**config.mk**
```make
export PLATFORM = sky130hd
export DESIGN_NAME = countdown_sched
export DESIGN_NICKNAME = d
export VERILOG_FILES = /design/src/rtl/countdown_sched.sv
export SDC_FILE = /design/constraint.sdc
export NUM_CORES = 1
export LEC_CHECK = 0
export CAP_MARGIN = 20
export CORE_MARGIN = 1.5
export CORE_UTILIZATION = 24
export DETAILED_ROUTE_END_ITERATION = 8
export HOLD_SLACK_MARGIN = 0.06
export PLACE_DENSITY = 0.89
export SLEW_MARGIN = 20
export SYNTH_ARGS = -nofsm -noshare
export SYNTH_HDL_FRONTEND = slang
export SYNTH_SLANG_ARGS = --single-unit
```
**constraint.sdc**
```tcl
create_clock -name CLK -period 2.5 [get_ports CLK]
set_input_delay 0.5 -clock CLK [delete_from_list [all_inputs] [get_ports CLK]]
set_output_delay 0.5 -clock CLK [all_outputs]
set_load 0.01 [all_outputs]
```
**src/rtl/countdown_sched.sv**
```systemverilog
// Round-robin scheduler that shares one external down counter among NREQ requesters.
// The winner's delay is loaded, counted down to zero, and then a one-cycle DONE is pulsed back.
module countdown_sched #(
   parameter int W    = 32,
   parameter int NREQ = 4,
   parameter int IW   = 2
) (
   input  logic              CLK,
   input  logic              RST_N,
   input  logic [NREQ-1:0]   REQ,
   input  logic [NREQ*W-1:0] DLY,
   output logic [NREQ-1:0]   GNT,
   output logic [NREQ-1:0]   DONE,
   output logic              BUSY,
   output logic [W-1:0]      CNT_D,
   output logic              CNT_LD,
   output logic              CNT_EN,
   input  logic [W-1:0]      CNT_Q
);

   typedef enum logic [1:0] {S_IDLE, S_LOAD, S_COUNT, S_DONE} state_t;

   state_t        state_q, state_d;
   logic [IW-1:0] idx_q, idx_d;
   logic [IW-1:0] last_q, last_d;
   logic [IW-1:0] pick;
   logic          found;
   logic [W-1:0]  dly_a [NREQ];

   for (genvar i = 0; i < NREQ; i++) begin : g_dly
      assign dly_a[i] = DLY[i*W +: W];
   end

   // First pending request searching upward from the slot after the last winner.
   always_comb begin
      pick  = '0;
      found = 1'b0;
      for (int k = 1; k <= NREQ; k++) begin
         if (!found && REQ[(int'(last_q) + k) % NREQ]) begin
            found = 1'b1;
            pick  = IW'((int'(last_q) + k) % NREQ);
         end
      end
   end

   always_ff @(posedge CLK) begin
      if (!RST_N) begin
         state_q <= S_IDLE;
         idx_q   <= '0;
         last_q  <= IW'(NREQ - 1);
      end else begin
         state_q <= state_d;
         idx_q   <= idx_d;
         last_q  <= last_d;
      end
   end

   always_comb begin
      state_d = state_q;
      idx_d   = idx_q;
      last_d  = last_q;
      case (state_q)
         S_IDLE: begin
            if (found) begin
               idx_d   = pick;
               state_d = S_LOAD;
            end
         end
         S_LOAD: begin
            if (!REQ[idx_q]) begin
               state_d = S_IDLE;
               last_d  = idx_q;
            end else begin
               state_d = S_COUNT;
            end
         end
         S_COUNT: begin
            if (!REQ[idx_q]) begin
               state_d = S_IDLE;
               last_d  = idx_q;
            end else if (CNT_Q == '0) begin
               state_d = S_DONE;
            end
         end
         S_DONE: begin
            last_d  = idx_q;
            state_d = S_IDLE;
         end
         default: state_d = S_IDLE;
      endcase
   end

   // An abort in COUNT suppresses the decrement in the same cycle.
   always_comb begin
      GNT    = '0;
      DONE   = '0;
      BUSY   = (state_q != S_IDLE);
      CNT_D  = '0;
      CNT_LD = 1'b0;
      CNT_EN = 1'b0;
      case (state_q)
         S_LOAD: begin
            CNT_LD     = 1'b1;
            CNT_D      = dly_a[idx_q];
            GNT[idx_q] = 1'b1;
         end
         S_COUNT: begin
            GNT[idx_q] = 1'b1;
            CNT_EN     = REQ[idx_q] && (CNT_Q != '0);
         end
         S_DONE: begin
            GNT[idx_q]  = 1'b1;
            DONE[idx_q] = 1'b1;
         end
         default: ;
      endcase
   end

endmodule
```
==> results of run 1 <==
-- cells by family after synthesis --
logic type | synth area share
compound gates | 0.0829
fa+ha+maj | 0.0328
buf+inv | 0.0623
flops | 0.0788
mux | 0.500
simple gates | 0.243
-- final timing paths --
| path | end | slack, ns | depth (start not counted) | from |
|---|---|---|---|---|
| worst min register to register | state_q[0] | 0.57 | 2 | state_q[0] |
| worst max register to register | last_q[0] | 0.83 | 6 | idx_q[0] |
| worst max-delay path | GNT[3] | 0.11 | 5 | state_q[1] |
| worst min-delay path | state_q[0] | 0.57 | 2 | state_q[0] |
-- critical path: stages, from the launching register on --
cell                              delay, ns
sky130_fd_sc_hd__dfxtp_1               0.40
sky130_fd_sc_hd__inv_1                 0.09
sky130_fd_sc_hd__ha_1                  0.29
sky130_fd_sc_hd__inv_1                 0.17
sky130_fd_sc_hd__and3_1                0.17
sky130_fd_sc_hd__clkdlybuf4s50_1       0.54
-- through the flow --
stage	setup slack, ns	hold WS (ns)	utilization	cell area [um^2]	TNS [ns]
3_5_place_dp	-0.223	0.554	0.622	3750	-0.479
5_1_grt	0.0101	0.598	0.654	3940	0
4_1_cts	0.00181	0.569	0.625	3770	0
6_report	0.111	0.575	0.654	3940	0
3_3_place_gp	-0.147	0.535	0.622	3750	-0.223
2_1_floorplan	0.541	0.503	-	1530	0
-- power by group through the flow --
stage / registers, mW / clock network [mW] / logic [mW]
2_1_floorplan: 0.117 / 0 / 0.385
3_3_place_gp: 0.125 / 0 / 0.833
3_5_place_dp: 0.126 / 0 / 0.852
4_1_cts: 0.124 / 0.151 / 0.830
5_1_grt: 0.128 / 0.156 / 0.921
6_report: 0.127 / 0.151 / 0.858
-- flip-flops by register name, indices dropped and copies added, names as in the netlist --
register and cells:
state_q 2, idx_q 2, last_q 2
-- cells in the mapped netlist (all sizes together) --
cell      n  area, um^2
nand2     2        7.51
o211a     1        10.0
inv       6        22.5
mux2i     2        20.0
a21oi     5        28.8
nor3b     3        22.5
nor3      1        5.00
o211ai    3        22.5
nand3     1        5.00
buf       7        46.3
and3b     3        26.3
dfxtp     6         120
mux4     33         743
nor2      2        7.51
and3      2        12.5
nor4      9        56.3
o21ai     3        15.0
clkbuf    7        26.3
a31oi     1        6.26
nand4     3        18.8
o2111ai   1        8.76
and2     32         200
a22oi     1        7.51
and4      1        8.76
o22a      1        8.76
ha        4        50.1
a311o     1        10.0
a211o     1        8.76
-- layout make-up --
| type | instances | share of cell area |
|---|---|---|
| clock buffers | 3 | 0.0105 |
| well taps | 75 | 0.0238 |
| flip-flops and latches | 6 | 0.0311 |
| diodes | 1 | 0.000635 |
| repair buffers | 232 | 0.587 |
| multi-input cells | 116 | 0.341 |
| inverters | 6 | 0.00572 |
-- layer usage --
metal,share of wire,GRT usage,vias to the layer above,wire length [um]
met1,0.33,0.210,1046,2520
met4,0.022,0.0800,0,172
met2,0.54,0.383,126,4160
li1,-,-,1020,-
met3,0.10,0.0385,16,802
met5,0,0,-,0
-- repair_timing --
item	CTS	global route
resized for setup	21	21
gates cloned	0	1
setup buffers	0	11
endpoints found under the setup margin	20	14
pin swaps	2	4
==> impl_metrics.xml, run 1 <==
<?xml version="1.0" encoding="UTF-8"?>
<metrics>
  <group name="placement">
    <metric name="post_place_cells" unit="">423</metric>
    <metric name="dpl.hpwl" unit="mm">6.31</metric>
    <metric name="finalWeightedCongestion" unit="">0.823</metric>
    <metric name="portBuffers" unit="">208</metric>
  </group>
  <group name="layout">
    <metric name="number_of_standard_cells_in_the_layout_taps_in_and_fillers_out" unit="">439</metric>
    <metric name="multiInputGateArea" unit="um^2">1340</metric>
    <metric name="flow.area_growth_from_synthesis" unit="%">158</metric>
    <metric name="number_of_nets_in_the_layout" unit="">535</metric>
    <metric name="layout_common_cells" unit="">173 x sky130_fd_sc_hd__clkdlybuf4s50_1, 33 x sky130_fd_sc_hd__mux4_2, 32 x sky130_fd_sc_hd__and2_1</metric>
    <metric name="mostFrequentLayoutCell" unit="">sky130_fd_sc_hd__clkdlybuf4s50_1</metric>
    <metric name="count_of_filler_cells_inserted_in_the_layout" unit="">483</metric>
    <metric name="area_of_all_sequential_standard_cells" unit="um^2">123</metric>
    <metric name="share_of_layout_cells_above_drive_strength_1" unit="">0.190</metric>
  </group>
  <group name="pwr">
    <metric name="internal_power" unit="uW">793</metric>
    <metric name="power.net_switching" unit="uW">342</metric>
    <metric name="p_total" unit="mW">1.14</metric>
    <metric name="pwr-share-seq" unit="">0.111</metric>
    <metric name="leakagePower" unit="nW">1.74</metric>
    <metric name="vdd.ir_drop.worst" unit="mV">0.204</metric>
    <metric name="clock_power_share" unit="">0.133</metric>
    <metric name="power_switching_share" unit="">0.301</metric>
    <metric name="power_frac_comb" unit="">0.756</metric>
    <metric name="power_density" unit="nW/um^2">288</metric>
  </group>
  <group name="detailed_routing">
    <metric name="routed-via-count" unit="">2208</metric>
    <metric name="number_of_vias_per_cell" unit="">5.03</metric>
    <metric name="1st_iter_drt_viols" unit="">29</metric>
    <metric name="route.antenna.remaining_nets" unit="">0</metric>
    <metric name="route.final.wire_length" unit="mm">7.65</metric>
    <metric name="first_pass_iters" unit="">6</metric>
    <metric name="post-route-drc-count" unit="">0</metric>
    <metric name="routed_wire_length_per_instance" unit="um">17.4</metric>
  </group>
  <group name="floorplanning">
    <metric name="die-area" unit="um^2">6840</metric>
    <metric name="die_y" unit="um">82.7</metric>
    <metric name="placementRows" unit="">28</metric>
    <metric name="die_w" unit="um">82.7</metric>
    <metric name="initial_standard_cell_utilization_of_the_core" unit="">0.253</metric>
    <metric name="i_o_pin_count" unit="">209</metric>
    <metric name="core-area" unit="um^2">6030</metric>
  </group>
  <group name="synth">
    <metric name="synth_sequential_area_ratio" unit="">0.0788</metric>
    <metric name="synth_warnings" unit="">0</metric>
    <metric name="cell_count_after_synthesis" unit="">142</metric>
    <metric name="postSynthRegisterBits" unit="">6</metric>
    <metric name="netlist_area" unit="um^2">1530</metric>
    <metric name="synthDistinctLibCells" unit="">32</metric>
    <metric name="syn_area_per_cell" unit="um^2">10.7</metric>
    <metric name="synthesis.nets" unit="">312</metric>
  </group>
  <group name="global_route">
    <metric name="grt.total_usage" unit="">0.199</metric>
    <metric name="grt_start_max_net_pins" unit="">28</metric>
    <metric name="grt_pass1_wl" unit="mm">10.4</metric>
    <metric name="antenna_violations_before_repair" unit="">1</metric>
    <metric name="gr-total-overflow" unit="">0</metric>
    <metric name="first_global_vias" unit="">2226</metric>
  </group>
  <group name="timing">
    <metric name="layout_min_cycle_time" unit="ns">2.39</metric>
    <metric name="grt_setup_unrepaired" unit="">no</metric>
    <metric name="slew_headroom" unit="">0.534</metric>
    <metric name="tightest_slew" unit="ns">0.693</metric>
    <metric name="min_period_over_period" unit="">0.956</metric>
    <metric name="clock-skew-final" unit="ns">0.0122</metric>
    <metric name="setup-violations-final" unit="">0</metric>
    <metric name="final-max-slew-violation-count" unit="">0</metric>
    <metric name="timing.fmax" unit="MHz">419</metric>
    <metric name="final_hold_viol_count" unit="">0</metric>
  </group>
  <group name="clock_network">
    <metric name="cts_hold_buf" unit="">0</metric>
    <metric name="htree_num_levels" unit="">1</metric>
    <metric name="clock-sinks" unit="">6</metric>
    <metric name="worstSkewPairLatency" unit="ns">0.23</metric>
    <metric name="cts-buffers-inserted" unit="">3</metric>
    <metric name="worst_setup_hold_path_clk_slew" unit="ns">0.04</metric>
    <metric name="cts_max_path_buffers" unit="">2</metric>
    <metric name="cts_tree" unit="">yes</metric>
    <metric name="cts.root.buffer_cell" unit="">sky130_fd_sc_hd__clkbuf_8</metric>
  </group>
  <group name="critical_path">
    <metric name="setup.worst_path.end_class" unit="">primary output</metric>
    <metric name="critical_path_startpoint_category" unit="">register</metric>
    <metric name="cp_max_fo" unit="">8</metric>
    <metric name="cp_data_arrival_time" unit="ns">1.89</metric>
    <metric name="path_class" unit="">register to primary output</metric>
    <metric name="crit_required" unit="ns">2.00</metric>
  </group>
  <group name="hold_path">
    <metric name="min_path_type" unit="">register to register</metric>
  </group>
  <group name="flow_run">
    <metric name="number_of_max_cap_violations" unit="">0</metric>
  </group>
  <group name="run_status">
    <metric name="outcome" unit="">finished, final reports clean</metric>
  </group>
</metrics>
Power figures use the tool's default switching activity.
==> run 2, diff against run 1 <==
Settings changed: CTS_CLUSTER_SIZE from default to 40.
==> results of run 2 <==
Final layout, timing and power as in run 1 (identical DEF).
==> run 3, diff against run 2 <==
Settings changed: SKIP_LAST_GASP from default to 1.
==> run 3 against run 2 <==
  * The flow now finishes with violations (setup timing)
  * Worst hold slack lost 0.00099 ns
  * Non-clock buffer count is the same
  * Global-route usage is the same
  * Cell count is the same
  * Clock skew shrank 0.0017 ns
  * Power is essentially flat
==> impl_metrics.xml, run 3 (synthesis results as in run 1) <==
<?xml version="1.0" encoding="UTF-8"?>
<metrics>
  <group name="hold_path">
    <metric name="hold_path_end" unit="">state_q[0]</metric>
    <metric name="whs_path_depth" unit="">2</metric>
    <metric name="min_path_type" unit="">register to register</metric>
    <metric name="hp_start" unit="">state_q[0]</metric>
  </group>
  <group name="floorplanning">
    <metric name="die_y" unit="um">82.7</metric>
    <metric name="initial_standard_cell_utilization_of_the_core" unit="">0.253</metric>
    <metric name="placementRows" unit="">28</metric>
    <metric name="i_o_pin_count" unit="">209</metric>
    <metric name="die_w" unit="um">82.7</metric>
    <metric name="core-area" unit="um^2">6030</metric>
    <metric name="die-area" unit="um^2">6840</metric>
  </group>
  <group name="clock_network">
    <metric name="cts_max_path_buffers" unit="">2</metric>
    <metric name="clock-sinks" unit="">6</metric>
    <metric name="cts-buffers-inserted" unit="">3</metric>
    <metric name="worst_setup_hold_path_clk_slew" unit="ns">0.03</metric>
    <metric name="worstSkewPairLatency" unit="ns">0.23</metric>
    <metric name="htree_num_levels" unit="">1</metric>
    <metric name="cts.root.buffer_cell" unit="">sky130_fd_sc_hd__clkbuf_8</metric>
    <metric name="cts_hold_buf" unit="">0</metric>
    <metric name="cts_tree" unit="">yes</metric>
  </group>
  <group name="detailed_routing">
    <metric name="routed-via-count" unit="">2211</metric>
    <metric name="first_pass_iters" unit="">6</metric>
    <metric name="number_of_vias_per_cell" unit="">5.04</metric>
    <metric name="1st_iter_drt_viols" unit="">31</metric>
    <metric name="route.final.wire_length" unit="mm">7.65</metric>
    <metric name="routed_wire_length_per_instance" unit="um">17.4</metric>
    <metric name="route.antenna.remaining_nets" unit="">0</metric>
    <metric name="post-route-drc-count" unit="">0</metric>
  </group>
  <group name="critical_path">
    <metric name="worst_r2r_path_depth" unit="">6</metric>
    <metric name="crit_path_cell_trace" unit="">clkdlybuf4s50_1, mux4_2, and2_1, clkdlybuf4s50_1</metric>
    <metric name="setup.worst_path.end_class" unit="">primary output</metric>
    <metric name="critical_path.max_stage_delay" unit="ns">0.48</metric>
    <metric name="cp_data_arrival_time" unit="ns">2.01</metric>
    <metric name="cp_common_cell" unit="">sky130_fd_sc_hd__clkdlybuf4s50_1</metric>
    <metric name="path_class" unit="">input pin to primary output</metric>
    <metric name="cp_max_fo" unit="">1</metric>
    <metric name="critical_path_startpoint_category" unit="">input pin</metric>
    <metric name="slowest_stage" unit="">sky130_fd_sc_hd__clkdlybuf4s50_1</metric>
    <metric name="critical_path.reg2reg.startpoint" unit="">idx_q[0]</metric>
    <metric name="reg2reg_setup_slack" unit="ns">0.83</metric>
    <metric name="crit_required" unit="ns">2.00</metric>
    <metric name="worst_r2r_end" unit="">last_q[0]</metric>
  </group>
  <group name="pwr">
    <metric name="clock_power_share" unit="">0.131</metric>
    <metric name="power.net_switching" unit="uW">341</metric>
    <metric name="power_frac_comb" unit="">0.757</metric>
    <metric name="power_switching_share" unit="">0.300</metric>
    <metric name="leakagePower" unit="nW">1.70</metric>
    <metric name="p_total" unit="mW">1.13</metric>
    <metric name="pwr-share-seq" unit="">0.111</metric>
    <metric name="internal_power" unit="uW">794</metric>
    <metric name="vdd.ir_drop.worst" unit="mV">0.201</metric>
    <metric name="power_density" unit="nW/um^2">288</metric>
  </group>
  <group name="timing">
    <metric name="grt_setup_unrepaired" unit="">yes</metric>
    <metric name="least_setup_slack_across_all_paths_after_layout" unit="ns">-0.0126</metric>
    <metric name="setup-violations-final" unit="">1</metric>
    <metric name="timing.fmax" unit="MHz">398</metric>
    <metric name="slew_headroom" unit="">0.548</metric>
    <metric name="min_period_over_period" unit="">1.01</metric>
    <metric name="fin_hold_ws" unit="ns">0.574</metric>
    <metric name="clock-skew-final" unit="ns">0.0106</metric>
    <metric name="final_hold_viol_count" unit="">0</metric>
    <metric name="final-max-slew-violation-count" unit="">0</metric>
    <metric name="layout_min_cycle_time" unit="ns">2.51</metric>
    <metric name="tightest_slew" unit="ns">0.672</metric>
  </group>
  <group name="global_route">
    <metric name="gr-total-overflow" unit="">0</metric>
    <metric name="gr-max-usage-layer" unit="">met2</metric>
    <metric name="first_global_vias" unit="">2226</metric>
    <metric name="grt.total_usage" unit="">0.199</metric>
    <metric name="grt_start_max_net_pins" unit="">28</metric>
    <metric name="gr-usage-met2" unit="">0.383</metric>
    <metric name="antenna_violations_before_repair" unit="">1</metric>
    <metric name="grt_pass1_wl" unit="mm">10.4</metric>
    <metric name="grtUsageMet1" unit="">0.210</metric>
    <metric name="grt_util_met3" unit="">0.0385</metric>
  </group>
  <group name="layout">
    <metric name="fin_area" unit="um^2">3940</metric>
    <metric name="number_of_nets_in_the_layout" unit="">535</metric>
    <metric name="mostFrequentLayoutCell" unit="">sky130_fd_sc_hd__clkdlybuf4s50_1</metric>
    <metric name="flow.area_growth_from_synthesis" unit="%">158</metric>
    <metric name="largest_registers_ranked_by_flip_flop_count" unit="">idx_q (2), last_q (2), state_q (2)</metric>
    <metric name="layout_common_cells" unit="">175 x sky130_fd_sc_hd__clkdlybuf4s50_1, 33 x sky130_fd_sc_hd__mux4_2, 32 x sky130_fd_sc_hd__and2_1</metric>
    <metric name="share_of_layout_cells_above_drive_strength_1" unit="">0.187</metric>
    <metric name="utilization" unit="">0.654</metric>
    <metric name="count_of_filler_cells_inserted_in_the_layout" unit="">484</metric>
  </group>
  <group name="placement">
    <metric name="dpl_cell_area" unit="um^2">3750</metric>
    <metric name="portBuffers" unit="">208</metric>
    <metric name="dpl.hpwl" unit="mm">6.31</metric>
    <metric name="finalWeightedCongestion" unit="">0.823</metric>
  </group>
  <group name="run_status">
    <metric name="outcome" unit="">finished, violations left</metric>
    <metric name="failing_checks" unit="">setup timing</metric>
  </group>
  <group name="flow_run">
    <metric name="number_of_max_cap_violations" unit="">0</metric>
  </group>
</metrics>
## run 3: per-layer routing
layer | vias to the layer above | share of wire | wire (um)
li1 | 1019 | - | -
met1 | 1044 | 0.33 | 2500
met2 | 132 | 0.54 | 4150
met3 | 16 | 0.11 | 824
met4 | 0 | 0.022 | 172
met5 | - | 0 | 0
## run 3: power by group through the flow
stage / sequential (mW) / combinational (mW) / clock (mW)
after floorplan: 0.117 / 0.385 / 0
after global placement: 0.125 / 0.833 / 0
after detailed placement: 0.126 / 0.852 / 0
after CTS: 0.124 / 0.830 / 0.151
after global routing: 0.128 / 0.922 / 0.156
final: 0.126 / 0.859 / 0.149
## run 3: through the flow
| step | worst slack [ns] | cells | setup TNS (ns) |
|---|---|---|---|
| final | -0.0126 | 439 | -0.0126 |
| after global routing | -0.0496 | 439 | -0.124 |
| after CTS | 0.00181 | 426 | 0 |
| after detailed placement | -0.223 | 423 | -0.479 |
| after global placement | -0.147 | 423 | -0.223 |
| after floorplan | 0.541 | 142 | 0 |
## run 3: how the worst max path moves through the flow
| stage | from | to | cells after the start |
|---|---|---|---|
| after floorplan | idx_q[0] | CNT_D[15] | 4 |
| after global placement | CNT_Q[1] | CNT_EN | 5 |
| after detailed placement | CNT_Q[1] | CNT_EN | 5 |
| after CTS | DLY[9] | CNT_D[9] | 4 |
| after global routing | DLY[43] | CNT_D[11] | 4 |
| final | DLY[43] | CNT_D[11] | 4 |
## run 3: repair_timing
item                                    4_1_cts  5_1_grt
gates resized for setup                      21       18
endpoints found under the setup margin       20       14
buffers inserted                              0       11
gates cloned                                  0        1
pin swaps                                     2        4
## run 3: layout make-up
| cell class | count | area [um^2] | share of cell area |
|---|---|---|---|
| timing repair buffer | 232 | 2310 | 0.587 |
| multi-input combinational | 116 | 1340 | 0.341 |
| sequential | 6 | 123 | 0.0311 |
| tap | 75 | 93.8 | 0.0238 |
| clock buffer | 3 | 41.3 | 0.0105 |
| inverter | 6 | 22.5 | 0.00572 |
| antenna | 1 | 2.50 | 0.000635 |
## run 3: critical path: cells and delay by family
kind	cells	cell delay (ns)
simple gates	1	0.17
mux	1	0.44
buf+inv	2	0.91
